**src/rtl/ext_load_ctrl_pkg.sv**
```systemverilog
// Shared constants for the external load sequencer.
//   BW / NW        : beat width and packed NIT entry width
//   NIT_BEATS      : beats consumed per NIT entry
//   NIT_TAIL_W     : bits of the last NIT beat that land in the entry
//   St*            : sequencer state encoding
package ext_load_ctrl_pkg;

  localparam int unsigned BW         = 128;
  localparam int unsigned NW         = 330;
  localparam int unsigned NIT_BEATS  = 3;
  localparam int unsigned NIT_TAIL_W = NW - 2 * BW;

  localparam logic [2:0] StIdle   = 3'd0;
  localparam logic [2:0] StNit    = 3'd1;
  localparam logic [2:0] StInput  = 3'd2;
  localparam logic [2:0] StWeight = 3'd3;
  localparam logic [2:0] StFin    = 3'd4;

  // First phase (in load order) that still has work; FIN when none do.
  function automatic logic [2:0] first_phase(input logic nit_nz, input logic in_nz,
                                             input logic w_nz);
    if (nit_nz)     return StNit;
    else if (in_nz) return StInput;
    else if (w_nz)  return StWeight;
    else            return StFin;
  endfunction

endpackage

```
**src/rtl/ext_load_ctrl_nit_beat_packer.sv**
```systemverilog
// Assembles three accepted beats into one NIT entry.
//   clk, rstn      : clock, async active-low reset
//   accept_i       : a beat is accepted this cycle
//   data_i         : beat payload
//   last_beat_o    : combinational, this accept completes an entry
//   entry_valid_o  : one-cycle pulse, entry_o updated this cycle
//   entry_o        : packed entry, holds between pulses
module nit_beat_packer
  import ext_load_ctrl_pkg::*;
#(
  parameter int unsigned BeatW  = BW,
  parameter int unsigned EntryW = NW
) (
  input  logic              clk,
  input  logic              rstn,
  input  logic              accept_i,
  input  logic [BeatW-1:0]  data_i,
  output logic              last_beat_o,
  output logic              entry_valid_o,
  output logic [EntryW-1:0] entry_o
);

  localparam int unsigned TailW = EntryW - 2 * BeatW;

  logic [1:0]        beat_q, beat_d;
  logic [BeatW-1:0]  lo_q, lo_d, mid_q, mid_d;
  logic [EntryW-1:0] entry_q, entry_d;
  logic              valid_q, valid_d;

  assign last_beat_o = accept_i && (beat_q == 2'(NIT_BEATS - 1));

  always_comb begin
    beat_d  = beat_q;
    lo_d    = lo_q;
    mid_d   = mid_q;
    entry_d = entry_q;
    valid_d = last_beat_o;
    if (accept_i) begin
      case (beat_q)
        2'd0: begin
          lo_d   = data_i;
          beat_d = 2'd1;
        end
        2'd1: begin
          mid_d  = data_i;
          beat_d = 2'd2;
        end
        default: begin
          // Upper bits of the final beat are padding and are dropped.
          entry_d = {data_i[TailW-1:0], mid_q, lo_q};
          beat_d  = 2'd0;
        end
      endcase
    end
  end

  always_ff @(posedge clk or negedge rstn) begin
    if (!rstn) begin
      beat_q  <= '0;
      lo_q    <= '0;
      mid_q   <= '0;
      entry_q <= '0;
      valid_q <= 1'b0;
    end else begin
      beat_q  <= beat_d;
      lo_q    <= lo_d;
      mid_q   <= mid_d;
      entry_q <= entry_d;
      valid_q <= valid_d;
    end
  end

  assign entry_valid_o = valid_q;
  assign entry_o       = entry_q;

endmodule

```
**src/rtl/ext_load_ctrl.sv**
```systemverilog
// Host-side load sequencer: turns one valid/ready beat stream into NIT writes,
// then input-line writes, then weight-line writes, and pulses LOAD_DONE.
//   clk, rstn                 : clock, async active-low reset
//   start_load + N_* / INIT_* : job start and job description (sampled in IDLE)
//   s_valid/s_data/s_ready    : beat stream
//   NIT_addr_external, NIT_external_data, nit_we             : NIT write port
//   global_buf_write_external, waddr_external, GB_data_line  : global-buffer write port
//   LOAD_DONE, busy           : completion pulse, job in progress
module ext_load_ctrl
  import ext_load_ctrl_pkg::*;
#(
  parameter int unsigned DATA_WIDTH            = 8,
  parameter int unsigned length                = 16,
  parameter int unsigned NIT_addr_width        = 12,
  parameter int unsigned NIT_neighbor          = 32,
  parameter int unsigned NIT_point_index       = 10,
  parameter int unsigned global_buf_addr_width = 17,
  localparam int unsigned BeatW  = DATA_WIDTH * length,
  localparam int unsigned EntryW = (NIT_neighbor + 1) * NIT_point_index
) (
  input  logic                             clk,
  input  logic                             rstn,
  input  logic                             start_load,
  input  logic [NIT_addr_width:0]          N_NIT,
  input  logic [global_buf_addr_width:0]   N_INPUT_LINES,
  input  logic [global_buf_addr_width:0]   N_WEIGHT_LINES,
  input  logic [global_buf_addr_width-1:0] INIT_INPUT_ADDR,
  input  logic [global_buf_addr_width-1:0] INIT_WEIGHT_ADDR,
  input  logic                             s_valid,
  input  logic [BeatW-1:0]                 s_data,
  output logic                             s_ready,
  output logic [NIT_addr_width-1:0]        NIT_addr_external,
  output logic [EntryW-1:0]                NIT_external_data,
  output logic                             nit_we,
  output logic                             global_buf_write_external,
  output logic [global_buf_addr_width-1:0] waddr_external,
  output logic [BeatW-1:0]                 GB_data_line,
  output logic                             LOAD_DONE,
  output logic                             busy
);

  localparam int unsigned AW = global_buf_addr_width;

  // Counters are one bit wider than the addresses so a full-size count terminates.
  logic [2:0]                state_q, state_d;
  logic [NIT_addr_width:0]   n_nit_q, n_nit_d, nit_cnt_q, nit_cnt_d;
  logic [AW:0]               n_in_q, n_in_d, n_w_q, n_w_d, line_cnt_q, line_cnt_d;
  logic [AW-1:0]             base_in_q, base_in_d, base_w_q, base_w_d;
  logic [NIT_addr_width-1:0] nit_addr_q, nit_addr_d;
  logic                      gb_we_q, gb_we_d, done_q, done_d;
  logic [AW-1:0]             waddr_q, waddr_d;
  logic [BeatW-1:0]          gb_data_q, gb_data_d;

  logic accept, nit_accept, nit_last;

  assign s_ready    = (state_q == StNit) || (state_q == StInput) || (state_q == StWeight);
  assign accept     = s_valid && s_ready;
  assign nit_accept = accept && (state_q == StNit);

  nit_beat_packer #(
    .BeatW (BeatW),
    .EntryW(EntryW)
  ) u_packer (
    .clk          (clk),
    .rstn         (rstn),
    .accept_i     (nit_accept),
    .data_i       (s_data),
    .last_beat_o  (nit_last),
    .entry_valid_o(nit_we),
    .entry_o      (NIT_external_data)
  );

  always_comb begin
    state_d    = state_q;
    n_nit_d    = n_nit_q;
    n_in_d     = n_in_q;
    n_w_d      = n_w_q;
    base_in_d  = base_in_q;
    base_w_d   = base_w_q;
    nit_cnt_d  = nit_cnt_q;
    line_cnt_d = line_cnt_q;
    nit_addr_d = nit_addr_q;
    waddr_d    = waddr_q;
    gb_data_d  = gb_data_q;
    gb_we_d    = 1'b0;
    done_d     = 1'b0;
    case (state_q)
      StIdle: begin
        if (start_load) begin
          n_nit_d    = N_NIT;
          n_in_d     = N_INPUT_LINES;
          n_w_d      = N_WEIGHT_LINES;
          base_in_d  = INIT_INPUT_ADDR;
          base_w_d   = INIT_WEIGHT_ADDR;
          nit_cnt_d  = '0;
          line_cnt_d = '0;
          state_d    = first_phase(N_NIT != '0, N_INPUT_LINES != '0, N_WEIGHT_LINES != '0);
        end
      end
      StNit: begin
        if (nit_last) begin
          nit_addr_d = nit_cnt_q[NIT_addr_width-1:0];
          nit_cnt_d  = nit_cnt_q + 1'b1;
          if (nit_cnt_d == n_nit_q) begin
            state_d = first_phase(1'b0, n_in_q != '0, n_w_q != '0);
          end
        end
      end
      StInput, StWeight: begin
        if (accept) begin
          gb_we_d    = 1'b1;
          gb_data_d  = s_data;
          // AW-bit sum wraps naturally at the top of the buffer.
          waddr_d    = ((state_q == StInput) ? base_in_q : base_w_q) + line_cnt_q[AW-1:0];
          line_cnt_d = line_cnt_q + 1'b1;
          if (state_q == StInput && line_cnt_d == n_in_q) begin
            line_cnt_d = '0;
            state_d    = first_phase(1'b0, 1'b0, n_w_q != '0);
          end else if (state_q == StWeight && line_cnt_d == n_w_q) begin
            line_cnt_d = '0;
            state_d    = StFin;
          end
        end
      end
      StFin: begin
        done_d  = 1'b1;
        state_d = StIdle;
      end
      default: state_d = StIdle;
    endcase
  end

  always_ff @(posedge clk or negedge rstn) begin
    if (!rstn) begin
      state_q    <= StIdle;
      n_nit_q    <= '0;
      n_in_q     <= '0;
      n_w_q      <= '0;
      base_in_q  <= '0;
      base_w_q   <= '0;
      nit_cnt_q  <= '0;
      line_cnt_q <= '0;
      nit_addr_q <= '0;
      waddr_q    <= '0;
      gb_data_q  <= '0;
      gb_we_q    <= 1'b0;
      done_q     <= 1'b0;
    end else begin
      state_q    <= state_d;
      n_nit_q    <= n_nit_d;
      n_in_q     <= n_in_d;
      n_w_q      <= n_w_d;
      base_in_q  <= base_in_d;
      base_w_q   <= base_w_d;
      nit_cnt_q  <= nit_cnt_d;
      line_cnt_q <= line_cnt_d;
      nit_addr_q <= nit_addr_d;
      waddr_q    <= waddr_d;
      gb_data_q  <= gb_data_d;
      gb_we_q    <= gb_we_d;
      done_q     <= done_d;
    end
  end

  assign NIT_addr_external         = nit_addr_q;
  assign global_buf_write_external = gb_we_q;
  assign waddr_external            = waddr_q;
  assign GB_data_line              = gb_data_q;
  assign LOAD_DONE                 = done_q;
  assign busy                      = (state_q != StIdle);

endmodule

```
**config.mk**
```make
export PLATFORM = sky130hd
export DESIGN_NAME = ext_load_ctrl
export DESIGN_NICKNAME = d
export VERILOG_FILES = /design/src/rtl/ext_load_ctrl_pkg.sv /design/src/rtl/ext_load_ctrl_nit_beat_packer.sv /design/src/rtl/ext_load_ctrl.sv
export SDC_FILE = /design/constraint.sdc
export NUM_CORES = 1
export LEC_CHECK = 0
export CAP_MARGIN = 10
export CORE_ASPECT_RATIO = 0.6
export CORE_MARGIN = 2
export CORE_UTILIZATION = 35
export CTS_CLUSTER_DIAMETER = 150
export DETAILED_ROUTE_END_ITERATION = 16
export GPL_TIMING_DRIVEN = 1
export SYNTH_ARGS = -nofsm -noshare
export SYNTH_HDL_FRONTEND = slang
export SYNTH_HIERARCHICAL = 1
export SYNTH_SLANG_ARGS = --single-unit
```
**constraint.sdc**
```tcl
create_clock -name clk -period 8.2 [get_ports clk]
set_clock_uncertainty 0.05 [all_clocks]
set_input_delay 2.05 -clock clk [delete_from_list [all_inputs] [get_ports clk]]
set_output_delay 2.05 -clock clk [all_outputs]
set_load 0.05 [all_outputs]
```
== Word-level counts from Yosys, hierarchy flattened ==
Index checks and enable logic that the tools add are counted.

* Flip-flop bits (word level): 865
* Bits of input ports: 215
* Output and inout port bits: 492
* Logic and storage cells: 89

* Add/sub/neg operators: 3
* Equality and inequality tests: 14
* Muxes and demuxes: 25
* Bitwise gates (word level): 1
* Reductions and logical operators: 28

{| class="wikitable"
|+ Operators with widths
! cell !! number
|-
| $mux 18 || 4
|-
| $reduce_bool 18->1 || 4
|-
| $eq 18x18->1 || 2
|-
| $pmux 18 s2 || 1
|-
| $mux 3 || 11
|-
| $mux 13 || 2
|-
| $pmux 13 s2 || 1
|-
| $add 18x1->18 const B || 1
|-
| $add 17x17->17 || 1
|-
| $mux 17 || 1
|-
| $add 13x1->13 const B || 1
|-
| $eq 13x13->1 || 1
|-
| $reduce_bool 13->1 || 1
|-
| $reduce_and 2->1 || 6
|-
| $pmux 3 s3 || 1
|-
| $eq 3x2->1 const B || 2
|-
| $reduce_and 3->1 || 2
|-
| $logic_and 1x1->1 || 5
|-
| $reduce_and 5->1 || 1
|-
| $ne 2x1->1 const B || 2
|-
| $ne 2x2->1 const B || 2
|-
| $pmux 2 s2 || 1
|-
| $reduce_bool 2->1 || 2
|-
| $reduce_or 2->1 || 2
|-
| 11 further kinds || 14
|}

== Longest topological paths before layout ==
Gate-level depths: netlist of the first run.

* Depth after elaboration: 8
* Mapped depth: 16
* Depth with buffers taken out: 14

== Cells and area by module ==
The synthesis of the first run kept the hierarchy.

{| class="wikitable"
|+ Modules (own cells, without submodules)
! module !! instances !! cells an instance !! area an instance (um^2) !! seq. area each (um^2)
|-
| nit_beat_packer || 1 || 1,247 || 21,803.4 || 14,739.1
|-
| ext_load_ctrl || 1 || 1,352 || 13,297.8 || 6,906.6
|}

== Least setup slack after synthesis of the first run ==
OpenSTA, ideal clock, no wires.

* Path kind: input to register
* From: input s_valid
* To: register state_q[1]
* Data arrival time: 4.215 ns
* Data required time: 8.012 ns
* Slack: 3.797 ns
* Stages on the path: 14
* Buffers on the path: 3
* Path through: and3_1 > nand2_1 > buf_2 > buf_2 > nor2_1 > clkbuf_1 > mux2_2 > mux2i_1 > nand2b_1 > nand3_1 > nor4_1 > a32oi_1 > nor4_1 > a22oi_1

* Cells in the longest elaborated chain, start to end: 5

{| class="wikitable"
|+ RTL lines
! element !! line !! text
|-
| start: declaration || ext_load_ctrl.sv:29 || <nowiki>input logic s_valid,</nowiki>
|-
| $logic_and 1x1->1 || ext_load_ctrl.sv:57 || <nowiki>assign accept = s_valid && s_ready;</nowiki>
|-
| $logic_and 1x1->1 || ext_load_ctrl.sv:58 || <nowiki>assign nit_accept = accept && (state_q == StNit);</nowiki>
|-
| $logic_and 1x1->1 || ext_load_ctrl_nit_beat_packer.sv:30 || <nowiki>assign last_beat_o = accept_i && (beat_q == 2'(NIT_BEATS - 1));</nowiki>
|-
| net nit_last || ext_load_ctrl.sv:54 || <nowiki>logic accept, nit_accept, nit_last;</nowiki>
|-
| $ne 2x1->1 (no line) || n/a ||
|-
| $reduce_and 5->1 (no line) || n/a ||
|-
| end signal: assignment || ext_load_ctrl.sv:135 || <nowiki>state_q <= StIdle;</nowiki>
|-
| end signal: assignment || ext_load_ctrl.sv:149 || <nowiki>state_q <= state_d;</nowiki>
|-
| end: declaration || ext_load_ctrl.sv:45 || <nowiki>logic [2:0] state_q, state_d;</nowiki>
|}

The timed path passes the listed nets, and every way through them passes these cells.
A chain may end at the register's enable or synchronous reset.

== Final worst setup path of the first run ==
* From: register state_q[1]
* To: register waddr_q[16] (netlist: waddr_external[16])

* Cells in the longest elaborated chain, start to end: 5

{| class="wikitable"
|+ RTL lines
! element !! line !! text
|-
| parallel branches: the longest is 5 deep, another holds $add 17x17->17 || n/a ||
|-
| end signal: assignment || ext_load_ctrl.sv:158 || <nowiki>waddr_q <= waddr_d;</nowiki>
|-
| end: declaration || ext_load_ctrl.sv:51 || <nowiki>logic [AW-1:0] waddr_q, waddr_d;</nowiki>
|}

Several ways; the timed one is not identified.

==> results of run 1 <==
-- logic make-up (layout without fill, tap and decap cells) --
logic type	count (synthesis)	after routing
xor gates and xnor gates	77	77
adders and majority gates	19	19
AOI/OAI and AO/OA	138	138
DFF	865	865
and+or+nand+nor	632	632
muxes	706	706
buffers and inverters	162	916
other	0	3
-- routing by layer --
layer / part of all wire / vias up / global-route usage
met3: 0.057 / 102 / 0.04655
met5: 0.00027 / - / 0
met2: 0.46 / 533 / 0.2985
li1: - / 10420 / -
met1: 0.47 / 11780 / 0.2750
met4: 0.016 / 4 / 0.03668
-- cell type report --
class | instances | area (um^2) | share of cell area
sequential | 865 | 21650 | 0.4668
multi-input combinational | 1572 | 12640 | 0.2726
timing repair buffer | 729 | 7332 | 0.1581
clock buffer | 130 | 2609 | 0.05626
tap | 1319 | 1650 | 0.03559
clock inverter | 32 | 386.6 | 0.008338
inverter | 25 | 98.84 | 0.002132
antenna | 3 | 7.507 | 0.0001619
-- registers in the layout (all words and copies together) (netlist names) --
signal and flops:
GB_data_line 128, LOAD_DONE 1, NIT_addr_external 12, base_in_q 17, base_w_q 17, global_buf_write_external 1, line_cnt_q 18, n_in_q 18
n_nit_q 13, n_w_q 18, nit_cnt_q 13, state_q 3, u_packer/beat_q 2, u_packer/entry_o 330, u_packer/entry_valid_o 1, u_packer/lo_q 128
u_packer/mid_q 128, waddr_external 17
-- where the power goes --
part | internal [mW] | switching (mW) | total (mW)
clock | 2.41 | 1.75 | 4.16
sequential | 4.36 | 0.112 | 4.47
combinational | 0.346 | 0.651 | 0.997
-- per-stage QoR --
step                      hold slack [ns]  std cells  power (mW)  worst slack (ns)
after global routing               0.4377       4672       10.01             3.010
after floorplan                    0.4213       2599       5.059             3.797
final                              0.4202       4675       9.625             3.399
after detailed placement           0.4115       4510       5.553             2.735
after global placement             0.4046       4510       5.548             2.754
after CTS                          0.4266       4672       9.756             3.297
-- cell usage after synthesis (4+ instances only) --
library cell | instances | area [um^2]
clkbuf_1 | 55 | 206.5
xnor2_1 | 45 | 394.1
nor3_1 | 14 | 70.07
o22ai_1 | 10 | 62.56
and4_1 | 5 | 43.79
a21oi_1 | 12 | 60.06
nand2b_1 | 8 | 50.05
buf_6 | 13 | 146.4
ha_1 | 18 | 225.2
o31ai_1 | 10 | 75.07
nand3b_1 | 6 | 45.04
and2_1 | 11 | 68.82
or3_1 | 4 | 25.02
buf_2 | 45 | 225.2
xor2_1 | 27 | 236.5
mux2_2 | 696 | 7838
a211oi_1 | 4 | 30.03
o21a_1 | 4 | 30.03
inv_1 | 23 | 86.33
nor2b_1 | 5 | 31.28
o21ai_0 | 46 | 230.2
or4_1 | 6 | 45.04
nor2_1 | 34 | 127.6
nand2_1 | 442 | 1659
nor4_1 | 22 | 137.6
dfrtp_1 | 865 | 21650
nand4_1 | 19 | 118.9
nand3_1 | 33 | 165.2
buf_4 | 22 | 165.2
a31oi_1 | 15 | 93.84
and3_1 | 11 | 68.82
o211ai_1 | 6 | 45.04
mux2i_1 | 10 | 100.1
-- path summary, 6_finish.rpt --
kind | endpoint | startpoint | slack (ns) | cells past startpoint
max | waddr_external[16] | state_q[1] | 3.40 | 14
min | GB_data_line[26] | GB_data_line[26] | 0.42 | 2
max reg2reg | waddr_external[16] | state_q[1] | 3.40 | 14
min reg2reg | GB_data_line[26] | GB_data_line[26] | 0.42 | 2
max in group asynchronous | u_packer/entry_o[110] | rstn | 5.04 | 2
min in group asynchronous | u_packer/entry_o[168] | rstn | 1.43 | 1
-- worst max-delay path, stage by stage (launching register included) --
cell,delay [ns]
dfrtp_1,0.47
inv_2,0.15
nor3_4,0.90
mux2_2,0.46
ha_1,0.20
inv_1,0.07
fa_1,0.20
nand2b_1,0.13
a21oi_1,0.13
o21ai_0,0.30
a21oi_1,0.16
o41ai_1,0.71
o21ai_0,0.31
or3_1,0.40
nand3_1,0.08
==> metrics.yaml, run 1 <==
final_layout:
  fin_util: 0.4689
  most-common-layout-cells: "dfrtp_1, clkdlybuf4s50_1, mux2_2"
  mostFrequentLayoutCell: "dfrtp_1"
  fin_area_um2: 46370
  syn_to_final_growth_pct: 32.11
  num-nets-final: 3513
  drive_gt1_frac: 0.2627
  fillers: 8966
place:
  detailed_place.area_um2: 43370
  port_buffers: 706
  hpwl_um: 69880
  place_congestion: 0.8650
min_path:
  hp-class: "register to register"
yosys:
  synth-xor-area-share: 0.02103
  synth_cell_type_count: 71
  ys_warn_count: 6
  async_reset_ff_frac: 1.000
  synth-seq-cells: 865
  ys.flop_type: "dfrtp_1"
  yosysSeqAreaShare: 0.6167
  netlist_instances: 2599
  synth_nets: 2833
  synth_compound_gate_area_share: 0.02584
  synth_top_family_by_area: "multiplexers"
  synth.avg_cell_area_um2: 13.51
  netlist_area_um2: 35100
  synth_edf_count: 0
  yosys.area_share.simple: 0.07928
  synthAdderAreaFrac: 0.006987
  synthMuxAreaShare: 0.2261
worst_setup_path:
  critPathCaptureType: "register"
  worstPathRequired_ns: 8.74
  start_kind: "register"
  worstPathMaxFanout: 18
  critical_path_arrival_ns: 5.34
  path_class: "register to register"
clocking:
  cts_tree: "yes"
  cts_resized: 0
  postCtsHoldBufs: 0
  clk_pin_slew_worst_paths_ns: 0.06
  cts-root-buf: "clkbuf_16"
  post_cts_buffers: 0
  cts_buffers: 86
  h-tree-depth: 3
  clkLatencyLatePin_ns: 0.66
  clock_path_buffers: 3
  cts_sinks: 865
route:
  ant_nets: 0
  wire_per_inst_um: 21.54
  vias: 22840
  drt_iter0_markers: 1423
  drt_wl_total_um: 100700
  drcViolationCount: 0
  drtPass1Iterations: 5
  viasPerCell: 4.885
sta:
  rsz0062_at_grt: "false"
  finalHoldViolCount: 0
  fin_tns_setup_ns: 0
  worst_slew_pin_slew_ns: 1.100
  slew_viol_final: 0
  relSlewSlack: 0.2645
  finalSetupViolations: 0
  min_period_ns: 4.801
  period_share: 0.5854
  fmax_mhz: 208.3
power_and_ir_drop:
  p_per_area_nw_per_um2: 207.6
  leakage_nw: 22.51
  max-vdd-ir-drop_mv: 0.1472
floorplanning:
  die_w_um: 412.8
  die_h_um: 249.3
  dieArea_um2: 102900
  std_cell_rows: 89
  start_util: 0.3550
  core_um2: 98880
  ioPinCount: 707
global_route:
  antenna_found_initial: 7
  grt_max_degree: 167
  grt_pass1_vias: 22680
  grtUsageTotal: 0.1925
  grt_pass1_wl_um: 151800
  grt-ovfl-total: 0
status:
  outcome: "finished clean"
flow_run:
  maxCapViolations: 0
Power figures use the tool's default switching activity.
==> run 2: changes to the inputs <==
Clock period 8.2 ns to 4.7 ns, I/O delays scaled along.
==> run 2 against run 1 <==
Compared with the run above:
- cell area is 0.36% higher
- sequential share of layout area is 0.17 points lower
- combinational power is 78% higher
- core utilization is 0.17 points higher
- die area stayed put
- worst hold slack better by 0.0011 ns
- via count hardly changed
- clock-buffer cell count is 17 lower
- critical endpoint unchanged
- largest cell class unchanged
- non-clock buffer count is 26 higher
- sequential power is 75% higher
- critical path type unchanged
- fmax is 19% higher
- register-to-register slack worse by 2.7 ns
==> metrics.yaml, run 2 (synthesis results as in run 1) <==
final_layout:
  num-nets-final: 3537  # was 3513
  final_cells: 4690  # was 4675
  drive_gt1_frac: 0.2667  # was 0.2627
  most-common-layout-cells: "dfrtp_1, clkdlybuf4s50_1, mux2_2"  # unchanged
  largest_reg_flops: 330  # unchanged
  fin_area_um2: 46540  # was 46370 um^2
  syn_to_final_growth_pct: 32.58  # was 32.11%
  mostFrequentLayoutCell: "dfrtp_1"  # unchanged
  fillers: 8934  # was 8966
global_route:
  antenna_found_initial: 7  # unchanged
  grt_pass1_wl_um: 154300  # was 151800 um
  grt_max_degree: 151  # was 167
  grt-ovfl-total: 0  # unchanged
  grtUsageTotal: 0.1967  # was 0.1925
  grt_pass1_vias: 23190  # was 22680
sta:
  fmax_mhz: 247.7  # was 208.3 MHz
  worst_slew_pin_slew_ns: 1.026  # was 1.100 ns
  min_period_ns: 4.037  # was 4.801 ns
  finalHoldViolCount: 0  # unchanged
  rsz0062_at_grt: "false"  # unchanged
  setup_slack_ns: 0.6634  # was 3.399 ns
  slew_viol_final: 0  # unchanged
  relSlewSlack: 0.3142  # was 0.2645
  finalSetupViolations: 0  # unchanged
  fin_tns_setup_ns: 0  # unchanged
  period_share: 0.8589  # was 0.5854
floorplanning:
  die_w_um: 412.8  # unchanged
  start_util: 0.3550  # unchanged
  core_um2: 98880  # unchanged
  die_h_um: 249.3  # unchanged
  std_cell_rows: 89  # unchanged
  dieArea_um2: 102900  # unchanged
  ioPinCount: 707  # unchanged
route:
  viasPerCell: 4.871  # was 4.885
  vias: 22850  # was 22840
  dr_wl_met2_um: 44840  # was 46270 um
  drt_wl_total_um: 101700  # was 100700 um
  drt-met1-wl_um: 47100  # was 47060 um
  drt_iter0_markers: 1593  # was 1423
  drtPass1Iterations: 5  # unchanged
  wire_per_inst_um: 21.69  # was 21.54 um
  drcViolationCount: 0  # unchanged
  routed.top_layer: "met5"  # unchanged
  ant_nets: 0  # unchanged
  wl_met3_um: 7054  # was 5764 um
place:
  dp_cells: 4536  # was 4510
  detailed_place.area_um2: 43710  # was 43370 um^2
  pre_cts_slack_ns: 0.7145  # was 2.735 ns
  hpwl_um: 71740  # was 69880 um
  port_buffers: 706  # unchanged
  place_congestion: 0.8943  # was 0.8650
worst_setup_path:
  critPathTopFamily: "compound AO/OA/AOI/OAI gates"  # unchanged
  path_cells: "inv_2 -> nor3_4 -> mux2_2 -> ha_1 -> inv_1 -> fa_1 -> nand2b_1 -> a21oi_1 -> o21ai_0 -> a21oi_1 -> o41ai_1 -> o21ai_0 -> or3_1 -> nand3_1"  # unchanged
  worstPathMaxFanout: 10  # was 18
  worstPathRequired_ns: 5.23  # was 8.74 ns
  r2r_cells: 14  # unchanged
  cpPeakStageDelay_ns: 0.58  # was 0.90 ns
  slowest_stage: "o41ai_1"  # was nor3_4
  critical_path_arrival_ns: 4.57  # was 5.34 ns
  r2r_start: "state_q[1]"  # unchanged
  path_class: "register to register"  # unchanged
  start_kind: "register"  # unchanged
  rrSetupSlack_ns: 0.66  # was 3.40 ns
  critPathCaptureType: "register"  # unchanged
  r2r_end: "waddr_external[16]"  # unchanged
  path_buf_inv: 2  # unchanged
  path_depth: 14  # unchanged
power_and_ir_drop:
  power_mw: 16.55  # was 9.625 mW
  p_per_area_nw_per_um2: 355.5  # was 207.6 nW/um^2
  max-vdd-ir-drop_mv: 0.2421  # was 0.1472 mV
  leakage_nw: 22.60  # was 22.51 nW
clocking:
  postCtsHoldBufs: 0  # unchanged
  cts-root-buf: "clkbuf_16"  # unchanged
  cts_buffers: 84  # was 86
  h-tree-depth: 3  # unchanged
  cts_sinks: 865  # unchanged
  post_cts_buffers: 0  # unchanged
  clk_pin_slew_worst_paths_ns: 0.06  # about the same
  cts_tree: "yes"  # unchanged
  cts_resized: 0  # unchanged
  clkLatencyLatePin_ns: 0.66  # about the same
  clock_path_buffers: 3  # unchanged
min_path:
  hp-class: "register to register"  # unchanged
  hold_start: "GB_data_line[98]"  # was GB_data_line[26]
  hold-path-endpoint: "GB_data_line[98]"  # was GB_data_line[26]
  whs_path_depth: 2  # unchanged
flow_run:
  maxCapViolations: 0  # unchanged
status:
  outcome: "finished clean"  # unchanged
## run 2: changes by cell type in the layout (fill, tap and decap cells not counted), sizes merged
cell,delta
diode,+1
buf,+26
inv,+1
clkinv,+2
clkinvlp,+2
clkbuf,-17
## run 2: worst register-to-register path, delay by kind of cell (launching register included)
family,cells,cell delay [ns]
AND/OR/NAND/NOR,4,1.15
flip-flops,1,0.44
adder cells (fa/ha/maj),2,0.39
multiplexers,1,0.41
buffers and inverters,2,0.20
AO/OA/AOI/OAI,5,1.34
## run 2: worst max-delay path by stage
stage | from | to | slack (ns)
5_1_grt | state_q[1] | waddr_external[16] | 0.32
6_report | state_q[1] | waddr_external[16] | 0.66
2_1_floorplan | state_q[0] | waddr_external[16] | 0.82
3_5_place_dp | state_q[1] | waddr_external[16] | 0.71
3_3_place_gp | s_valid | u_packer/entry_o[105] | 0.84
4_1_cts | state_q[1] | waddr_external[16] | 0.69
## run 2: per-stage QoR
step | hold slack [ns] | utilization
global placement | 0.4065 | 0.4421
floorplan | 0.4213 | -
finish | 0.4214 | 0.4706
detailed placement | 0.4109 | 0.4421
CTS | 0.4166 | 0.4705
global route | 0.4432 | 0.4705
## run 2: layer usage
layer	vias up	global-route usage
li1	10450	-
met1	11570	0.2806
met2	657	0.2902
met3	158	0.05671
met4	6	0.05506
met5	-	0.004194
## run 2: cell type report
| class | count | area, um^2 | share of cell area |
|---|---|---|---|
| diodes | 4 | 10.01 | 0.0002151 |
| clock inverters | 37 | 431.7 | 0.009276 |
| repair buffers | 755 | 7677 | 0.1650 |
| clock buffers | 113 | 2382 | 0.05119 |
| flip-flops and latches | 865 | 21650 | 0.4651 |
| well taps | 1319 | 1650 | 0.03546 |
| inverters | 25 | 98.84 | 0.002124 |
| multi-input cells | 1572 | 12640 | 0.2716 |
## run 2: where the power goes
group / internal (mW) / switching [mW]
clock: 3.93 / 3.03
sequential: 7.60 / 0.214
combinational: 0.620 / 1.15
total: 12.2 / 4.39
==> run 3: changes to the inputs <==
Settings changed: CORE_MARGIN 2 to 1.5, PLACE_DENSITY from default to 0.56.
==> run 3 against run 2 <==
Compared with the run above:
- critical path type unchanged
- sequential power about the same
- worst hold slack improved by 0.0057 ns
- die area fell by 0.64%
- largest cell class unchanged
- via count up 1.8%
- clock power hardly changed
- fmax increased by 0.54%
- final cell count rose by 0.11%
- clock-buffer cell count up 7
- non-clock buffer count increased by 2
- critical path depth fell by 6
- cell area about the same
- power up 0.35%
==> metrics.yaml, run 3 (synthesis results as in run 1) <==
global_route:
  grtUsageTotal: 0.2033  # was 0.1967
  grt-ovfl-total: 0  # unchanged
  antenna_found_initial: 6  # was 7
  grt_max_degree: 140  # was 151
  grt_pass1_vias: 23930  # was 23190
  grt_pass1_wl_um: 158000  # was 154300 um
worst_setup_path:
  path_cells: "inv_1 -> nor3_1 -> mux2_2 -> a2111oi_0 -> nand4b_1 -> or3b_1 -> nand3_1 -> o22ai_1"  # was inv_2 -> nor3_4 -> mux2_2 -> ha_1 -> inv_1 -> fa_1 -> nand2b_1 -> a21oi_1 -> o21ai_0 -> a21oi_1 -> o41ai_1 -> o21ai_0 -> or3_1 -> nand3_1
  start_kind: "register"  # unchanged
  path_class: "register to register"  # unchanged
  cpPeakStageDelay_ns: 0.75  # was 0.58 ns
  slowest_stage: "dfrtp_1"  # was o41ai_1
  critPathCaptureType: "register"  # unchanged
  worstPathRequired_ns: 5.22  # was 5.23 ns
  worstPathMaxFanout: 23  # was 10
  critical_path_arrival_ns: 4.53  # was 4.57 ns
sta:
  fmax_mhz: 249.1  # was 247.7 MHz
  slew_viol_final: 0  # unchanged
  relSlewSlack: 0.2776  # was 0.3142
  fin_tns_setup_ns: 0  # unchanged
  worst_slew_pin_slew_ns: 1.074  # was 1.026 ns
  min_period_ns: 4.015  # was 4.037 ns
  period_share: 0.8542  # was 0.8589
  finalSetupViolations: 0  # unchanged
  rsz0062_at_grt: "false"  # unchanged
  finalHoldViolCount: 0  # unchanged
  whs_ns: 0.4270  # was 0.4214 ns
floorplanning:
  die_w_um: 411.8  # was 412.8 um
  std_cell_rows: 89  # unchanged
  start_util: 0.3550  # unchanged
  ioPinCount: 707  # unchanged
  die_h_um: 248.3  # was 249.3 um
  core_um2: 98880  # unchanged
  dieArea_um2: 102300  # was 102900 um^2
route:
  drcViolationCount: 0  # unchanged
  drtPass1Iterations: 7  # was 5
  viasPerCell: 4.956  # was 4.871
  wire_per_inst_um: 22.47  # was 21.69 um
  drt_wl_total_um: 105500  # was 101700 um
  vias: 23270  # was 22850
  drt_iter0_markers: 1470  # was 1593
  ant_nets: 0  # unchanged
flow_run:
  maxCapViolations: 0  # unchanged
final_layout:
  num-nets-final: 3539  # was 3537
  largest_reg_flops: 330  # unchanged
  fillers: 8765  # was 8934
  fin_util: 0.4705  # was 0.4706
  drive_gt1_frac: 0.2684  # was 0.2667
  mostFrequentLayoutCell: "dfrtp_1"  # unchanged
  syn_to_final_growth_pct: 32.54  # was 32.58%
  most-common-layout-cells: "dfrtp_1, clkdlybuf4s50_1, mux2_2"  # unchanged
  final_cells: 4695  # was 4690
clocking:
  post_cts_buffers: 0  # unchanged
  postCtsHoldBufs: 0  # unchanged
  cts_resized: 0  # unchanged
  cts_buffers: 84  # unchanged
  clk_pin_slew_worst_paths_ns: 0.07  # was 0.06 ns
  clock_path_buffers: 3  # unchanged
  cts_sinks: 865  # unchanged
  cts_tree: "yes"  # unchanged
  clkLatencyLatePin_ns: 0.67  # was 0.66 ns
  h-tree-depth: 3  # unchanged
  cts-root-buf: "clkbuf_16"  # unchanged
power_and_ir_drop:
  max-vdd-ir-drop_mv: 0.2629  # was 0.2421 mV
  power_mw: 16.60  # was 16.55 mW
  leakage_nw: 22.59  # was 22.60 nW
  p_per_area_nw_per_um2: 356.9  # was 355.5 nW/um^2
place:
  hpwl_um: 75230  # was 71740 um
  dp_cells: 4538  # was 4536
  port_buffers: 706  # unchanged
  place_congestion: 0.8886  # was 0.8943
min_path:
  hp-class: "register to register"  # unchanged
status:
  outcome: "finished clean"  # unchanged
## run 3: changes by cell type in the layout (fill, tap and decap cells not counted), moves of 2 or more
cell,change
buf_12,-5
clkbuf_8,+6
clkbuf_1,-2
inv_16,-3
clkbuf_16,+3
bufinv_16,-2
clkinvlp_4,+4
buf_4,+6
inv_6,-3
## run 3: path summary, 6_finish.rpt
| kind | start | to | slack [ns] | cells after the start |
|---|---|---|---|---|
| hold / removal | GB_data_line[104] | GB_data_line[104] | 0.43 | 2 |
| setup reg to reg | line_cnt_q[4] | line_cnt_q[5] | 0.69 | 8 |
| max in group asynchronous | rstn | u_packer/entry_o[51] | 2.87 | 2 |
| hold reg to reg | GB_data_line[104] | GB_data_line[104] | 0.43 | 2 |
| min in group asynchronous | rstn | GB_data_line[40] | 0.53 | 1 |
| setup / recovery | line_cnt_q[4] | line_cnt_q[5] | 0.69 | 8 |
## run 3: stage by stage
stage                     setup slack [ns]  instance area (um^2)
after floorplan                     0.8244                 35100
after global placement              0.8001                 43650
after detailed placement            0.7079                 43660
after CTS                           0.7480                 46510
after global routing                0.3367                 46520
final                               0.6850                 46520
## run 3: per-layer routing
| layer | vias to the layer above | wire length, um | global-route usage |
|---|---|---|---|
| met4 | 4 | 2528 | 0.05101 |
| li1 | 10450 | - | - |
| met3 | 154 | 5482 | 0.04623 |
| met1 | 12090 | 47510 | 0.2825 |
| met5 | - | 24 | 0 |
| met2 | 569 | 49970 | 0.3216 |
## run 3: power breakdown
group | internal (mW) | switching [mW]
Sequential | 7.60 | 0.205
Clock | 3.99 | 3.00
Combinational | 0.629 | 1.18
Total | 12.2 | 4.39
## run 3: cell type report
| type | instances | area [um^2] | area share |
|---|---|---|---|
| clock buffer | 120 | 2532 | 0.05443 |
| multi-input combinational | 1572 | 12630 | 0.2716 |
| timing repair buffer | 757 | 7627 | 0.1640 |
| inverter | 25 | 98.84 | 0.002125 |
| tap | 1319 | 1650 | 0.03547 |
| antenna | 4 | 10.01 | 0.0002152 |
| clock inverter | 33 | 324.1 | 0.006966 |
| sequential | 865 | 21650 | 0.4653 |
## run 3: critical path: cells and delay by family (launching register included)
kind / cells / cell delay (ns)
AOI/OAI and AO/OA: 2 / 0.40
buffers and inverters: 1 / 0.30
muxes: 1 / 0.29
DFF: 1 / 0.75
and+or+nand+nor: 4 / 2.13
